<file path="config.mk">
export PLATFORM = sky130hd
export DESIGN_NAME = uart_rx_fifo_flat
export DESIGN_NICKNAME = d
export VERILOG_FILES = /design/src/rtl/uart_pkg.sv /design/src/rtl/uart_rx_fifo_if.sv /design/src/rtl/uart_fifo_mem.sv /design/src/rtl/uart_rx_fifo.sv /design/src/flat_wrapper.sv
export SDC_FILE = /design/constraint.sdc
export NUM_CORES = 1
export LEC_CHECK = 0
export BUFFER_PORTS_ARGS = -buffer_cell sky130_fd_sc_hd__buf_2
export CAP_MARGIN = 20
export CORE_MARGIN = 5
export CORE_UTILIZATION = 60
export CTS_CLUSTER_DIAMETER = 40
export DETAILED_ROUTE_END_ITERATION = 6
export HOLD_SLACK_MARGIN = 0.15
export PLACE_DENSITY = 0.76
export SKIP_CTS_REPAIR_TIMING = 1
export SLEW_MARGIN = 25
export SYNTH_ARGS = -nofsm -noshare
export SYNTH_HDL_FRONTEND = slang
export SYNTH_SLANG_ARGS = --single-unit
</file>
<file path="constraint.sdc">
create_clock -name clk -period 2.9 [get_ports clk]
set_clock_uncertainty 0.2 [all_clocks]
set_input_delay 0.29 -clock clk [delete_from_list [all_inputs] [get_ports clk]]
set_output_delay 0.29 -clock clk [all_outputs]
set_load 0.02 [all_outputs]
</file>
<file path="src/rtl/uart_pkg.sv">
// uart_pkg
// Shared constants for the UART peripheral slice: data width, MMIO
// register addresses and the default receive FIFO depth. Imported by the
// receive FIFO, its storage array and its bus interface.
package uart_pkg;

  localparam int UART_DATA_W = 8;

  localparam logic [31:0] UART_TXD = 32'h4000_0018;
  localparam logic [31:0] UART_RXD = 32'h4000_001C;
  localparam logic [31:0] UART_CON = 32'h4000_0020;

  localparam int UART_RX_FIFO_DEPTH = 16;

endpackage

</file>
<file path="src/rtl/uart_rx_fifo_if.sv">
// uart_rx_fifo_if
// Bundles the receiver-side and CPU-side signals of the receive FIFO.
//   master : drives rx_valid, rx_byte, pop, clr_overflow;
//            observes rd_data, empty, full, level, overflow, irq
//   slave  : the FIFO itself (mirror image of master)
// DEPTH must match the DEPTH of the attached uart_rx_fifo so that level
// has the right width.
interface uart_rx_fifo_if
  import uart_pkg::*;
#(
  parameter int DEPTH = UART_RX_FIFO_DEPTH
);

  localparam int AW = $clog2(DEPTH);

  logic                   rx_valid;
  logic [UART_DATA_W-1:0] rx_byte;
  logic                   pop;
  logic                   clr_overflow;
  logic [UART_DATA_W-1:0] rd_data;
  logic                   empty;
  logic                   full;
  logic [AW:0]            level;
  logic                   overflow;
  logic                   irq;

  modport master (
    output rx_valid, rx_byte, pop, clr_overflow,
    input  rd_data, empty, full, level, overflow, irq
  );

  modport slave (
    input  rx_valid, rx_byte, pop, clr_overflow,
    output rd_data, empty, full, level, overflow, irq
  );

endinterface

</file>
<file path="src/rtl/uart_fifo_mem.sv">
// uart_fifo_mem
// DEPTH x UART_DATA_W register array backing the receive FIFO.
//   clk    : write clock
//   wrEn   : write strobe; wrData lands in mem[wrAddr] on the rising edge
//   wrAddr : write address
//   wrData : write data
//   rdAddr : read address
//   rdData : asynchronous read of mem[rdAddr]
// The array has no reset; the FIFO masks its output while empty, so stale
// contents are never visible.
module uart_fifo_mem
  import uart_pkg::*;
#(
  parameter int DEPTH = UART_RX_FIFO_DEPTH
) (
  input  logic                       clk,
  input  logic                       wrEn,
  input  logic [$clog2(DEPTH)-1:0]   wrAddr,
  input  logic [UART_DATA_W-1:0]     wrData,
  input  logic [$clog2(DEPTH)-1:0]   rdAddr,
  output logic [UART_DATA_W-1:0]     rdData
);

  logic [UART_DATA_W-1:0] mem [DEPTH];

  always_ff @(posedge clk) begin
    if (wrEn) begin
      mem[wrAddr] <= wrData;
    end
  end

  assign rdData = mem[rdAddr];

endmodule

</file>
<file path="src/rtl/uart_rx_fifo.sv">
// uart_rx_fifo
// Receive-side byte FIFO between the uart_rx receiver and the UART MMIO
// block. Each one-cycle rx_valid strobe stores rx_byte; the oldest byte is
// presented first-word-fall-through on rd_data for the CPU data-register
// read, and pop removes it.
//   clk  : system clock
//   rst  : synchronous, active-high reset
//   bus  : uart_rx_fifo_if.slave
//          rx_valid/rx_byte  byte strobe and data from the receiver
//          pop               CPU consumed the head byte
//          clr_overflow      clears the sticky overflow flag
//          rd_data           head byte, 8'h00 while empty
//          empty/full/level  occupancy, derived from the level counter
//          overflow          sticky: a byte was dropped while full
//          irq               watermark flag (level >= THRESH)
// Optional build macro UART_RX_FIFO_THRESH_EN enables the registered
// watermark irq; without it irq is tied low and THRESH is unused.
module uart_rx_fifo
  import uart_pkg::*;
#(
  parameter int DEPTH  = UART_RX_FIFO_DEPTH,
  parameter int THRESH = 12
) (
  input  logic          clk,
  input  logic          rst,
  uart_rx_fifo_if.slave bus
);

  localparam int AW = $clog2(DEPTH);
  localparam logic [AW:0] FullLevel = (AW+1)'(DEPTH);

  logic [AW-1:0]          wrPtr;
  logic [AW-1:0]          rdPtr;
  logic [AW:0]            levelReg;
  logic [AW:0]            nextLevel;
  logic                   overflowReg;
  logic                   isEmpty;
  logic                   isFull;
  logic                   popEff;
  logic                   push;
  logic                   drop;
  logic [UART_DATA_W-1:0] memRdData;

  assign isEmpty = (levelReg == '0);
  assign isFull  = (levelReg == FullLevel);

  // A pop while empty is ignored; a push while full is only accepted when
  // a real pop frees the head slot in the same cycle.
  assign popEff = bus.pop & ~isEmpty;
  assign push   = bus.rx_valid & (~isFull | popEff);
  assign drop   = bus.rx_valid & isFull & ~popEff;

  always_comb begin
    nextLevel = levelReg;
    unique case ({push, popEff})
      2'b10:   nextLevel = levelReg + 1'b1;
      2'b01:   nextLevel = levelReg - 1'b1;
      default: nextLevel = levelReg;
    endcase
  end

  // Set of overflow beats a same-cycle clear so a drop is never missed.
  always_ff @(posedge clk) begin
    if (rst) begin
      wrPtr       <= '0;
      rdPtr       <= '0;
      levelReg    <= '0;
      overflowReg <= 1'b0;
    end else begin
      if (push) begin
        wrPtr <= wrPtr + 1'b1;
      end
      if (popEff) begin
        rdPtr <= rdPtr + 1'b1;
      end
      levelReg <= nextLevel;
      if (drop) begin
        overflowReg <= 1'b1;
      end else if (bus.clr_overflow) begin
        overflowReg <= 1'b0;
      end
    end
  end

  uart_fifo_mem #(
    .DEPTH (DEPTH)
  ) uMem (
    .clk    (clk),
    .wrEn   (push & ~rst),
    .wrAddr (wrPtr),
    .wrData (bus.rx_byte),
    .rdAddr (rdPtr),
    .rdData (memRdData)
  );

  assign bus.rd_data  = isEmpty ? '0 : memRdData;
  assign bus.empty    = isEmpty;
  assign bus.full     = isFull;
  assign bus.level    = levelReg;
  assign bus.overflow = overflowReg;

`ifdef UART_RX_FIFO_THRESH_EN
  localparam logic [AW:0] ThreshLevel = (AW+1)'(THRESH);

  logic irqReg;

  // Compare against the post-edge level so irq changes on the same edge
  // the level crosses the watermark.
  always_ff @(posedge clk) begin
    if (rst) begin
      irqReg <= 1'b0;
    end else begin
      irqReg <= (nextLevel >= ThreshLevel);
    end
  end

  assign bus.irq = irqReg;
`else
  // THRESH only feeds an elaboration-time range constant here, which
  // folds away; irq is a constant zero.
  localparam logic ThreshInRange = (THRESH >= 1) && (THRESH <= DEPTH);

  assign bus.irq = 1'b0 & ThreshInRange;
`endif

endmodule

</file>
<file path="src/flat_wrapper.sv">
// flat-port wrapper written by rule: the top's interface ports become plain ports
module uart_rx_fifo_flat import uart_pkg::*;
#(
  parameter int DEPTH  = UART_RX_FIFO_DEPTH,
  parameter int THRESH = 12
)
  (clk, rst, bus_rx_valid, bus_rx_byte, bus_pop, bus_clr_overflow, bus_rd_data, bus_empty, bus_full, bus_level, bus_overflow, bus_irq);
  uart_rx_fifo_if #(.DEPTH(DEPTH)) bus_i ();
  input  logic clk;
  input  logic rst;
  input wire logic [$bits(bus_i.rx_valid)-1:0] bus_rx_valid;
  input wire logic [$bits(bus_i.rx_byte)-1:0] bus_rx_byte;
  input wire logic [$bits(bus_i.pop)-1:0] bus_pop;
  input wire logic [$bits(bus_i.clr_overflow)-1:0] bus_clr_overflow;
  output wire logic [$bits(bus_i.rd_data)-1:0] bus_rd_data;
  output wire logic [$bits(bus_i.empty)-1:0] bus_empty;
  output wire logic [$bits(bus_i.full)-1:0] bus_full;
  output wire logic [$bits(bus_i.level)-1:0] bus_level;
  output wire logic [$bits(bus_i.overflow)-1:0] bus_overflow;
  output wire logic [$bits(bus_i.irq)-1:0] bus_irq;
  assign bus_i.rx_valid = bus_rx_valid;
  assign bus_i.rx_byte = bus_rx_byte;
  assign bus_i.pop = bus_pop;
  assign bus_i.clr_overflow = bus_clr_overflow;
  assign bus_rd_data = bus_i.rd_data;
  assign bus_empty = bus_i.empty;
  assign bus_full = bus_i.full;
  assign bus_level = bus_i.level;
  assign bus_overflow = bus_i.overflow;
  assign bus_irq = bus_i.irq;
  uart_rx_fifo #(.DEPTH(DEPTH), .THRESH(THRESH)) u_core (.clk(clk), .rst(rst), .bus(bus_i));
endmodule
</file>
==> out/qor.csv <==
stage,metric,value,unit
yosys,syn-num-nets,356,
grt,antenna_found_initial,0,
yosys,ys_seq_elements,146,
detailed_routing,first_pass_iters,4,
clocking,clock_latency,0.52,ns
worst_setup_path,r2r_cells,8,
sta,hold_ws,0.342,ns
floorplanning,start_util,61.1,%
clocking,cts_tree,done,
grt,grt_pass1_vias,3289,
layout,final_net_count,427,
sta,slew_headroom,53.3,%
worst_setup_path,required,2.41,ns
worst_setup_path,worst-path-max-fanout,5,
layout,postLayoutCellArea,7220,sq um
floorplanning,rows,36,
clocking,cts-htree-levels,4,
yosys,netlist_instances,336,
yosys,syn_area_per_cell,17.7,sq um
detailed_routing,wirelength,11.6,mm
worst_setup_path,regToRegSetupSlack,0.22,ns
pwr,p_leak,0.00245,uW
yosys,yosysSeqAreaShare,70.7,%
sta,max_freq,0.357,GHz
sta,min_period,2.80,ns
clocking,clockBufferDepth,2,
place,post_dp_cell_area,6340,sq um
outcome,status,"finished, final reports clean",
floorplanning,fp.coreArea,9730,sq um
sta,finalSetupTns,0,ns
clocking,clk_pin_slew_worst_paths,0.06,ns
sta,slew_viol_final,0,
worst_setup_path,crit_arrival,2.31,ns
yosys,async_flop_share,0,%
yosys,yosysWarnings,0,
run,cap_violations,0,
sta,period_share,96.6,%
place,gp_congestion,0.917,
worst_setup_path,cp-end-kind,output pin,
detailed_routing,wire_per_inst,21.0,um
worst_setup_path,crit_type,flop to output pin,
yosys,yosys_most_used_dff,edfxtp_1,
grt,gr-usage-all-layers,21.2,%
floorplanning,dieArea,12000,sq um
layout,syn2layout_area_growth,21.4,%
worst_setup_path,r2r-start,u_core.bus.level[0],
sta,tightest_slew,0.700,ns
sta,hold_viol,0,
worst_hold_path,hold_class,flop to flop,
layout,drive_above_1_share,31.4,%
worst_setup_path,r2r_end,u_core.bus.level[4],
yosys,synth-edff-count,128,
yosys,synthesis.area,5950,sq um
detailed_routing,initialDrtViolationCount,223,
place,portBuffers,28,
grt,grt_first_pass_wirelength,18.0,mm
worst_setup_path,crit_end,bus_rd_data[3],
clocking,cts_buffers,17,
detailed_routing,drc_errors,0,
grt,overflow,0,
sta,setup_viol,0,
detailed_routing,num_vias,3224,
layout,n_antenna_cell,0,
pwr,ir_drop,0.549,mV
clocking,root_buffer,clkbuf_8,
worst_setup_path,startpoint_type,flop,
floorplanning,die_y,110,um
yosys,ys_types,42,
grt,grt_start_max_net_pins,22,
place,place_hpwl,7.28,mm
floorplanning,die_w,110,um
clocking,clock-sinks,146,
floorplanning,pin_count,30,
detailed_routing,viasPerCell,5.83,
detailed_routing,antenna_left,0,
pwr,p_per_area,861,nW/um^2
## sequential cells by signal, summed over array words and instances (netlist names), named ones only
name / cells
u_core.bus.level: 5
u_core.bus.overflow: 1
u_core.wrPtr: 4
u_core.rdPtr: 4
u_core.uMem.mem: 128
## logic make-up after synthesis
logic type,after synthesis,synth area share (%)
flops,146,70.7
fa+ha+maj,7,1.47
simple gates,67,5.76
xor+xnor,7,1.03
mux,44,14.2
other cells,1,0.0630
compound gates,37,4.69
buf+inv,27,2.15
## cells in the final DEF, fill, tap and decap left out, drive strengths merged, types with 2 or more instances in the layout
cell type / netlist / final
edfxtp: 128 / 128
buf: 15 / 59
mux4: 32 / 32
nor2: 28 / 28
clkbuf: 7 / 19
dfxtp: 18 / 18
a211oi: 18 / 18
dlygate4sd3: 0 / 15
mux2i: 11 / 11
nor2b: 11 / 11
nor3: 7 / 7
ha: 7 / 7
clkinv: 0 / 7
nand2b: 6 / 6
inv: 5 / 6
xor2: 5 / 5
nand2: 5 / 5
bufinv: 0 / 5
a21oi: 4 / 4
o21ai: 4 / 4
o211ai: 3 / 3
o41ai: 2 / 2
xnor2: 2 / 2
or4: 2 / 2
nor4: 2 / 2
or2: 2 / 2
## routing by layer
metal / wire, um / global-route usage [%]
met3: 648 / 5.05
met2: 6130 / 35.0
met5: 0 / 0
met4: 248 / 8.73
met1: 4570 / 27.3
## synth_stat cells (2+ instances only)
cell      count  area, sq um
o21ai_1       2         10.0
xnor2_1       2         17.5
buf_1         6         22.5
mux2i_1      11          110
o41ai_1       2         17.5
mux4_2       32          721
inv_1         5         18.8
edfxtp_1    128         3840
o211ai_1      3         22.5
buf_2         6         30.0
clkbuf_1      7         26.3
a211oi_1     18          135
a21oi_1       4         20.0
nor3_1        7         35.0
nor2_1       28          105
nand2b_1      6         37.5
ha_1          7         87.6
xor2_1        5         43.8
buf_6         2         22.5
o21ai_0       2         10.0
nand2_1       5         18.8
nor2b_1      11         68.8
dfxtp_1      18          360
## worst min-delay path by stage
stage | start | depth (start not counted) | to | slack (ns)
floorplan | bus_rx_byte[0] | 0 | u_core.uMem.mem[0][0] | 0.19
global placement | u_core.bus.overflow | 2 | u_core.bus.overflow | 0.27
detailed placement | u_core.bus.overflow | 2 | u_core.bus.overflow | 0.29
CTS | bus_clr_overflow | 4 | u_core.bus.overflow | -0.16
global route | u_core.rdPtr[1] | 2 | flop | 0.40
finish | u_core.rdPtr[3] | 2 | flop | 0.34
## worst max-delay path: stages (launching register included)
cell and delay [ns]:
dfxtp_4 0.36, buf_12 0.12, buf_12 0.11, mux4_2 0.51
nor2b_1 0.16, a211oi_2 0.22, a211oi_1 0.10, buf_2 0.22
## stage by stage
step | util (%) | setup WS, ns | total power, uW | std cells
5_1_grt | 74.2 | -0.00528 | 6490 | 553
3_5_place_dp | 65.2 | 0.168 | 3850 | 501
6_report | 74.2 | 0.0994 | 6220 | 553
3_3_place_gp | 65.2 | 0.276 | 3820 | 501
4_1_cts | 71.7 | -0.228 | 6150 | 533
2_1_floorplan | - | 0.300 | 3470 | 336
## cell type report
cell class | count | area [sq um]
clock buffer | 19 | 422
inverter | 5 | 18.8
timing repair buffer | 74 | 556
fill | 598 | 2510
clock inverter | 13 | 209
sequential | 146 | 4210
tap | 133 | 166
multi-input combinational | 163 | 1640
## where the power goes
part           internal (uW)  leakage [uW]  total, uW  switching (uW)
Sequential              2360       0.00130       2440            86.9
Clock                   1490      0.000310       2300             814
Combinational            665      0.000837       1470             807
Total                   4510       0.00245       6220            1710
Note: power is estimated with default switching activity, not from simulation.
